## src/rtl/serial_frame_rx.sv

```systemverilog
// Serial frame receiver: hunts for a 4-bit sync word, shifts in an MSB-first
// payload, then checks an even-parity bit before publishing the payload.
module serial_frame_rx #(
  parameter int         NBITS_DATA   = 8,
  parameter logic [3:0] SYNC_PATTERN = 4'b1011
) (
  input  logic                  clk_2,
  input  logic                  reset,
  input  logic                  bit_in,
  input  logic                  bit_valid,
  output logic [NBITS_DATA-1:0] data_out,
  output logic                  data_valid,
  output logic                  parity_err,
  output logic                  busy,
  output logic [1:0]            state_dbg,
  output logic [7:0]            frame_count,
  output logic [3:0]            err_count
);

  localparam int CW = $clog2(NBITS_DATA);
  localparam logic [CW-1:0] LAST_BIT = CW'(NBITS_DATA - 1);

  typedef enum logic [1:0] {
    HUNT    = 2'd0,
    PAYLOAD = 2'd1,
    PARITY  = 2'd2
  } state_t;

  state_t                state, state_nxt;
  logic [3:0]            window, window_nxt;
  logic [NBITS_DATA-1:0] payload, payload_nxt;
  logic [CW-1:0]         cnt, cnt_nxt;
  logic [NBITS_DATA-1:0] data_nxt;
  logic                  dv_nxt, pe_nxt;
  logic [7:0]            fc_nxt;
  logic [3:0]            ec_nxt;

  always_ff @(posedge clk_2 or posedge reset) begin
    if (reset) begin
      state       <= HUNT;
      window      <= '0;
      payload     <= '0;
      cnt         <= '0;
      data_out    <= '0;
      data_valid  <= 1'b0;
      parity_err  <= 1'b0;
      frame_count <= '0;
      err_count   <= '0;
    end else begin
      state       <= state_nxt;
      window      <= window_nxt;
      payload     <= payload_nxt;
      cnt         <= cnt_nxt;
      data_out    <= data_nxt;
      data_valid  <= dv_nxt;
      parity_err  <= pe_nxt;
      frame_count <= fc_nxt;
      err_count   <= ec_nxt;
    end
  end

  always_comb begin
    state_nxt   = state;
    window_nxt  = window;
    payload_nxt = payload;
    cnt_nxt     = cnt;
    data_nxt    = data_out;
    dv_nxt      = 1'b0;
    pe_nxt      = 1'b0;
    fc_nxt      = frame_count;
    ec_nxt      = err_count;
    if (bit_valid) begin
      case (state)
        HUNT: begin
          window_nxt = {window[2:0], bit_in};
          if (window_nxt == SYNC_PATTERN) begin
            state_nxt   = PAYLOAD;
            cnt_nxt     = '0;
            payload_nxt = '0;
          end
        end
        PAYLOAD: begin
          payload_nxt = {payload[NBITS_DATA-2:0], bit_in};
          cnt_nxt     = cnt + 1'b1;
          if (cnt == LAST_BIT) state_nxt = PARITY;
        end
        PARITY: begin
          if (^{payload, bit_in}) begin
            pe_nxt = 1'b1;
            if (err_count != 4'd15) ec_nxt = err_count + 4'd1;
          end else begin
            data_nxt = payload;
            dv_nxt   = 1'b1;
            fc_nxt   = frame_count + 8'd1;
          end
          // Window restarts empty so a new sync cannot borrow frame bits.
          state_nxt  = HUNT;
          window_nxt = '0;
        end
        default: state_nxt = HUNT;
      endcase
    end
  end

  assign state_dbg = state;
  assign busy      = (state == PAYLOAD) || (state == PARITY);

endmodule

```

## config.mk

```make
export PLATFORM = sky130hd
export DESIGN_NAME = serial_frame_rx
export DESIGN_NICKNAME = d
export VERILOG_FILES = /design/src/rtl/serial_frame_rx.sv
export SDC_FILE = /design/constraint.sdc
export NUM_CORES = 1
export LEC_CHECK = 0
export BUFFER_PORTS_ARGS = -buffer_cell sky130_fd_sc_hd__buf_4
export CAP_MARGIN = 20
export CORE_ASPECT_RATIO = 0.75
export CORE_UTILIZATION = 45
export DETAILED_ROUTE_END_ITERATION = 10
export PLACE_DENSITY = 0.79
export SLEW_MARGIN = 20
export SYNTH_ARGS = -nofsm -noshare
export SYNTH_HDL_FRONTEND = slang
export SYNTH_SLANG_ARGS = --single-unit
```

## constraint.sdc

```tcl
create_clock -name clk_2 -period 1.67 [get_ports clk_2]
set_input_delay 0.2505 -clock clk_2 [delete_from_list [all_inputs] [get_ports clk_2]]
set_output_delay 0.2505 -clock clk_2 [all_outputs]
set_load 0.05 [all_outputs]
```

* Word level (Yosys, flattened, before mapping)
Cells that the tools add are included.
** Storage, ports and cells
- Register bits after elaboration :: 38
- Bits of input ports :: 4
- Output and inout bits :: 25
- Logic and storage cells :: 44
** Operators by class
- Add/sub/neg operators :: 3
- Equality and inequality tests :: 7
- Mux-type cells :: 14
- Bitwise gates (word level) :: 1
- Reductions and logical operators :: 10
** Operator list (number)
- 8-bit case mux with 2 select lines :: 1
- 3-bit case mux with 2 select lines :: 2
- 3-bit AND reduction :: 3
- 9-bit parity :: 1
- 8-bit by 1-bit adder with 8-bit output, second input constant :: 1
- 8-bit 2-to-1 mux :: 1
- 1-bit 2-to-1 mux :: 6
- 4-bit by 1-bit adder with 4-bit output, second input constant :: 1
- 4-bit == test, second input constant :: 1
- 2-bit 2-to-1 mux :: 2
- 2-bit != test, second input constant :: 2
- 4-bit != test, second input constant :: 1
- 2-bit case mux with 2 select lines :: 1
- 4-bit AND reduction :: 1
- 2-bit nonzero test :: 2
- 3-bit by 1-bit adder with 3-bit output, second input constant :: 1
- 3-bit == test, second input constant :: 1
- 3-bit 2-to-1 mux :: 1
- 2-bit by 1-bit == test with 1-bit output, second input constant :: 1
- 2-bit == test, second input constant :: 1
- 2-bit logical NOT :: 1
- 2-bit AND reduction :: 1
- 1-bit logical OR :: 1
- 1-bit inverter :: 1

* Longest topological paths before layout
- Word-level depth :: 4
- Depth in mapped cells :: 7
- Depth with buffers taken out :: 6

* Least setup slack after synthesis
Ideal clock, no wire load.
- Path type :: register -> register
- From :: reg state[0] (netlist: state_dbg[0])
- To :: reg cnt[1]
- Setup time :: 0.121 ns
- Arrival time :: 1.960 ns
- Data required time :: 1.549 ns
- Setup slack :: -0.411 ns
- Stages on the path, launching flop included :: 7
- Buffers on the path :: 1
- Clock period less this slack :: 2.081 ns
- Cell sequence :: dfrtp_1 -> inv_1 -> ha_1 -> a21boi_0 -> o21ai_0 -> clkbuf_1 -> a22o_1
** On the way
- Word-level cells in the longest chain between the ends :: 3
- Elaborated cells on any way between the ends :: 6
- Classes of those cells :: eq/ne (2); mux (1); reduce/logical (3)
** Ends and longest elaborated chain
- start: declaration :: RTL line 29 : state_t state, state_nxt;
- start signal: assignment :: RTL line 50 : state <= state_nxt;
- 2-bit by 1-bit == test with 1-bit output / 2-bit logical NOT (equally long branches) :: RTL line 73 : case (state)
- 2-bit nonzero test (no source line) / 2-bit != test (equally long branches)
- 3-bit AND reduction (no source line)
- end signal: assignment :: RTL line 53 : cnt <= cnt_nxt;
- end: declaration :: RTL line 32 : logic [CW-1:0] cnt, cnt_nxt;
Parallel ways exist; a longest one is shown, timed or not.
A chain may end at the register's enable or synchronous reset.

* Final worst setup path
- From :: reg payload[7]
- To :: reg frame_count[1]
** On the way
- Word-level cells in the longest chain between the ends :: 3
** Ends and longest elaborated chain
- start: declaration :: RTL line 31 : logic [NBITS_DATA-1:0] payload, payload_nxt;
- start signal: assignment :: RTL line 52 : payload <= payload_nxt;
- 9-bit parity :: RTL line 88 : if (^{payload, bit_in}) begin
- 1-bit inverter (no source line)
- 3-bit AND reduction (no source line)
- end signal: assignment :: RTL line 57 : frame_count <= fc_nxt;
- end: declaration :: RTL line 16 : output logic [7:0] frame_count,
No other way between the ends.

==> flow_summary.json <==
{
  "crit_slowest_cell": "sky130_fd_sc_hd__xnor3_2",
  "dr.max_layer_used": "met4",
  "grt_pass1_vias": 1297,
  "synthSimpleGateAreaFrac": 0.1071,
  "wl_per_cell_um": 14.29,
  "power-per-cell-area_mw_per_mm2": 1583,
  "worst_slack_at_placement_ns": -0.2110,
  "ys_ff_latch": 38,
  "level_count_of_the_clock_h_tree": 2,
  "post_route_cells_drive_above_1_share": 0.4319,
  "final.setup_skew_ns": 0.001378,
  "yosys.cell_types.count": 35,
  "drc_errors": 0,
  "synthArstFlopShare": 1.000,
  "crit_path_cell_trace": "xor2_1 > xnor3_2 > mux2i_2 > buf_12 > mux2_4",
  "detailed_placement_wirelength_estimate_um": 2648,
  "design.final.nets": 223,
  "ioPinCount": 29,
  "clock-root-buffer": "sky130_fd_sc_hd__clkbuf_8",
  "drt-total-wl_um": 3830,
  "yosysWarningCount": 0,
  "areaGrowthSynthToFinish_pct": 32.14,
  "grt_pass1_wl_um": 6423,
  "die_width_um": 78.24,
  "timing.critical_path.from_type": "flip-flop",
  "whs_ns": 0.2446,
  "critical_path_maximum_fanout": 11,
  "wl_met1_um": 1957,
  "antenna_violating_nets_post_route": 0,
  "port-buffer-count": 28,
  "synth_top_area_frac": 0.4847,
  "antenna_found_initial": 0,
  "synth_edf_count": 0,
  "clkLatencyLatePin_ns": 0.29,
  "routabilityCongestion": 0.7897,
  "grt-ovfl-total": 0,
  "post_synth.cell_area_avg_um2": 12.11,
  "worst_pin_slew_ns": 0.4449,
  "power.share.combinational": 0.544,
  "p_int_w": 0.002558,
  "critical_path_arrival_ns": 2.04,
  "cts_max_path_buffers": 2,
  "floorplan.rows": 20,
  "failed_checks": "negative setup slack",
  "leakagePower_nw": 1.283,
  "power.net_switching_w": 0.001546,
  "maximum_number_of_pins_on_one_net_before_global_route_repair": 29,
  "antenna-diode-count": 0,
  "timing_worst_setup_path_type": "flip-flop to flip-flop",
  "synth_top_family_by_area": "multiplexers",
  "chipHeight_um": 59.18,
  "route.met2.wl_um": 1695,
  "synth_compound_gate_area_share": 0.08227,
  "syn_inst": 162,
  "synth.net_count": 173,
  "nFillCells": 327,
  "timing.final.setup_violations": 16,
  "viasPerCell": 5.142,
  "synthTopCellsByArea": "sky130_fd_sc_hd__dfrtp_1 (48%), sky130_fd_sc_hd__mux2_4 (7.7%), sky130_fd_sc_hd__a22o_1 (4.5%), sky130_fd_sc_hd__ha_1 (4.5%), sky130_fd_sc_hd__mux2i_1 (4.1%)",
  "synth.yosys.seq_area_share": 0.4847,
  "fin_ws_ns": -0.1922,
  "worst_setup_hold_path_clk_slew_ns": 0.08,
  "die_footprint_mm2": 0.004630,
  "cp.required_ns": 1.85,
  "synth-adder-area-share": 0.04464,
  "coreArea_mm2": 0.004104,
  "min_period_over_period": 1.115,
  "synth.mux.area_fraction": 0.1473,
  "min_period_ns": 1.862,
  "timing.slew.headroom": 0.7031,
  "first_iter_violations": 53,
  "total_count_of_max_transition_violations_in_the_final_report": 0,
  "irDropWorstVdd_v": 0.0007068,
  "hold_viol": 0,
  "synthesis.area_mm2": 0.001962,
  "grtUsageTotal": 0.1875,
  "initial_standard_cell_utilization_of_the_core": 0.4780,
  "grt_setup_unrepaired": "true",
  "clkSinkCount": 38,
  "sum_of_met3_wire_segment_lengths_after_detailed_routing_um": 139,
  "timing.critical_path.slowest_cell_delay_ns": 0.47,
  "numCtsBuffers": 5,
  "tritoncts": "built",
  "clock_power_share": 0.162,
  "sequentialPowerShare": 0.294,
  "maxCapViolCount": 0,
  "dr_total_vias": 1378,
  "synth_xor_xnor_area_share": 0.09375,
  "dominantRegCellSynth": "sky130_fd_sc_hd__dfrtp_1",
  "status": "finished with violations",
  "worst_min_delay_path_category": "primary input to flip-flop",
  "netlist.top_cell.by_area": "sky130_fd_sc_hd__dfrtp_1",
  "switching_share": 0.3767,
  "cp-end-kind": "flip-flop",
  "fmax_mhz": 537.0,
  "dr.pass1.iters": 4
}
power groups by stage:
stage          Combinational, W  Clock, W  Sequential [W]
2_1_floorplan           0.00139         0         0.00133
3_3_place_gp            0.00200         0         0.00121
3_5_place_dp            0.00204         0         0.00122
4_1_cts                 0.00214  0.000683         0.00121
5_1_grt                 0.00238  0.000722         0.00123
6_report                0.00223  0.000666         0.00120
layer usage:
metal  GRT usage  vias to the layer above
met1      0.2661                      667
li1            -                      680
met4     0.07937                        0
met3     0.04615                        5
met2      0.2757                       26
met5           0                        -
layout by cell type (no fill, tap or decap), types with 2 or more instances in the layout:
cell type                  synthesis  final
sky130_fd_sc_hd__mux2_4           10     11
sky130_fd_sc_hd__nand4_1           4      4
sky130_fd_sc_hd__nor2_1            4      4
sky130_fd_sc_hd__mux2i_1           8      5
sky130_fd_sc_hd__nor3_1           10      7
sky130_fd_sc_hd__a22o_1           10     10
sky130_fd_sc_hd__dfrtp_1          38     35
sky130_fd_sc_hd__nand3_1           9      8
sky130_fd_sc_hd__xnor2_1           9      9
sky130_fd_sc_hd__nand2_1           3      2
sky130_fd_sc_hd__nor3_2            1      3
sky130_fd_sc_hd__and2_1            3      2
sky130_fd_sc_hd__buf_4             0     45
sky130_fd_sc_hd__dfrtp_2           0      3
sky130_fd_sc_hd__mux2i_2           1      3
sky130_fd_sc_hd__mux2_2            3      2
sky130_fd_sc_hd__a21oi_1           3      3
sky130_fd_sc_hd__clkbuf_8          0      6
sky130_fd_sc_hd__buf_12            0      2
sky130_fd_sc_hd__nor4_2            0      2
sky130_fd_sc_hd__xor2_1            4      4
sky130_fd_sc_hd__buf_6             2      3
sky130_fd_sc_hd__o22ai_1           2      2
sky130_fd_sc_hd__inv_1             9      8
sky130_fd_sc_hd__ha_1              7      5
sky130_fd_sc_hd__o21ai_0           3      3
final timing paths:
path	start	end	slack, ns	cells past startpoint
hold reg to reg	frame_count[7]	frame_count[7]	0.47	1
hold / removal	bit_valid	window[0]	0.24	2
setup reg to reg	payload[7]	frame_count[1]	-0.19	5
min in group asynchronous	reset	data_out[2]	0.52	3
setup / recovery	payload[7]	frame_count[1]	-0.19	5
max in group asynchronous	reset	state_dbg[0]	0.64	4
Yosys cell counts, drive strengths merged (4+ instances only):
master,instances
mux2,14
inv,9
mux2i,9
nor3,11
xor2,4
clkbuf,5
a22o,10
nand4,4
ha,7
nor2,4
xnor2,9
nand3,9
dfrtp,38
flip-flops by register name, summed over array words and instances, names as in the netlist, 2 cells and up:
name         flops
payload          8
state_dbg        2
err_count        4
window           3
cnt              3
frame_count      8
data_out         8
layout make-up:
class / count / area, um2 / area share
clock buffers: 6 / 82.58 / 0.03185
clock inverters: 2 / 12.51 / 0.004826
inverters: 9 / 33.78 / 0.01303
multi-input cells: 107 / 1018 / 0.3929
flip-flops and latches: 38 / 954.7 / 0.3682
well taps: 55 / 68.82 / 0.02654
repair buffers: 51 / 421.7 / 0.1626
per-stage QoR:
stage                     std cells  TNS (ns)  utilization  power, W  cell area [um2]
after global routing            268    -4.261       0.6317  0.004331             2592
after global placement          258    -1.810       0.5875  0.003216             2411
final                           268    -2.284       0.6317  0.004104             2592
after floorplan                 162    -1.405            -  0.002716             2007
after CTS                       267    -2.212       0.6189  0.004032             2540
after detailed placement        258    -2.222       0.5875  0.003263             2411
cells by family (layout without fill, tap and decap cells):
kind of cell / count (synthesis) / in the layout
simple gates: 39 / 39
fa+ha+maj: 7 / 7
mux: 23 / 23
flops: 38 / 38
xor+xnor: 16 / 16
buf+inv: 17 / 68
compound gates: 22 / 22
worst max-delay path, delay by kind of cell (launching register included):
kind                      cells  cell delay [ns]
xor gates and xnor gates      2             0.62
buffers and inverters         1             0.18
muxes                         2             0.55
DFF                           1             0.39
timing repair:
action / CTS / global route
buffers inserted: 0 / 1
hold buffers: 1 / 0
cloned: 0 / 0
gates resized for setup: 5 / 9
endpoints found under the hold margin: 10 / 0
pin swaps: 0 / 0
endpoints found under the setup margin: 17 / 22
Note: power is estimated with default switching activity, not from simulation.
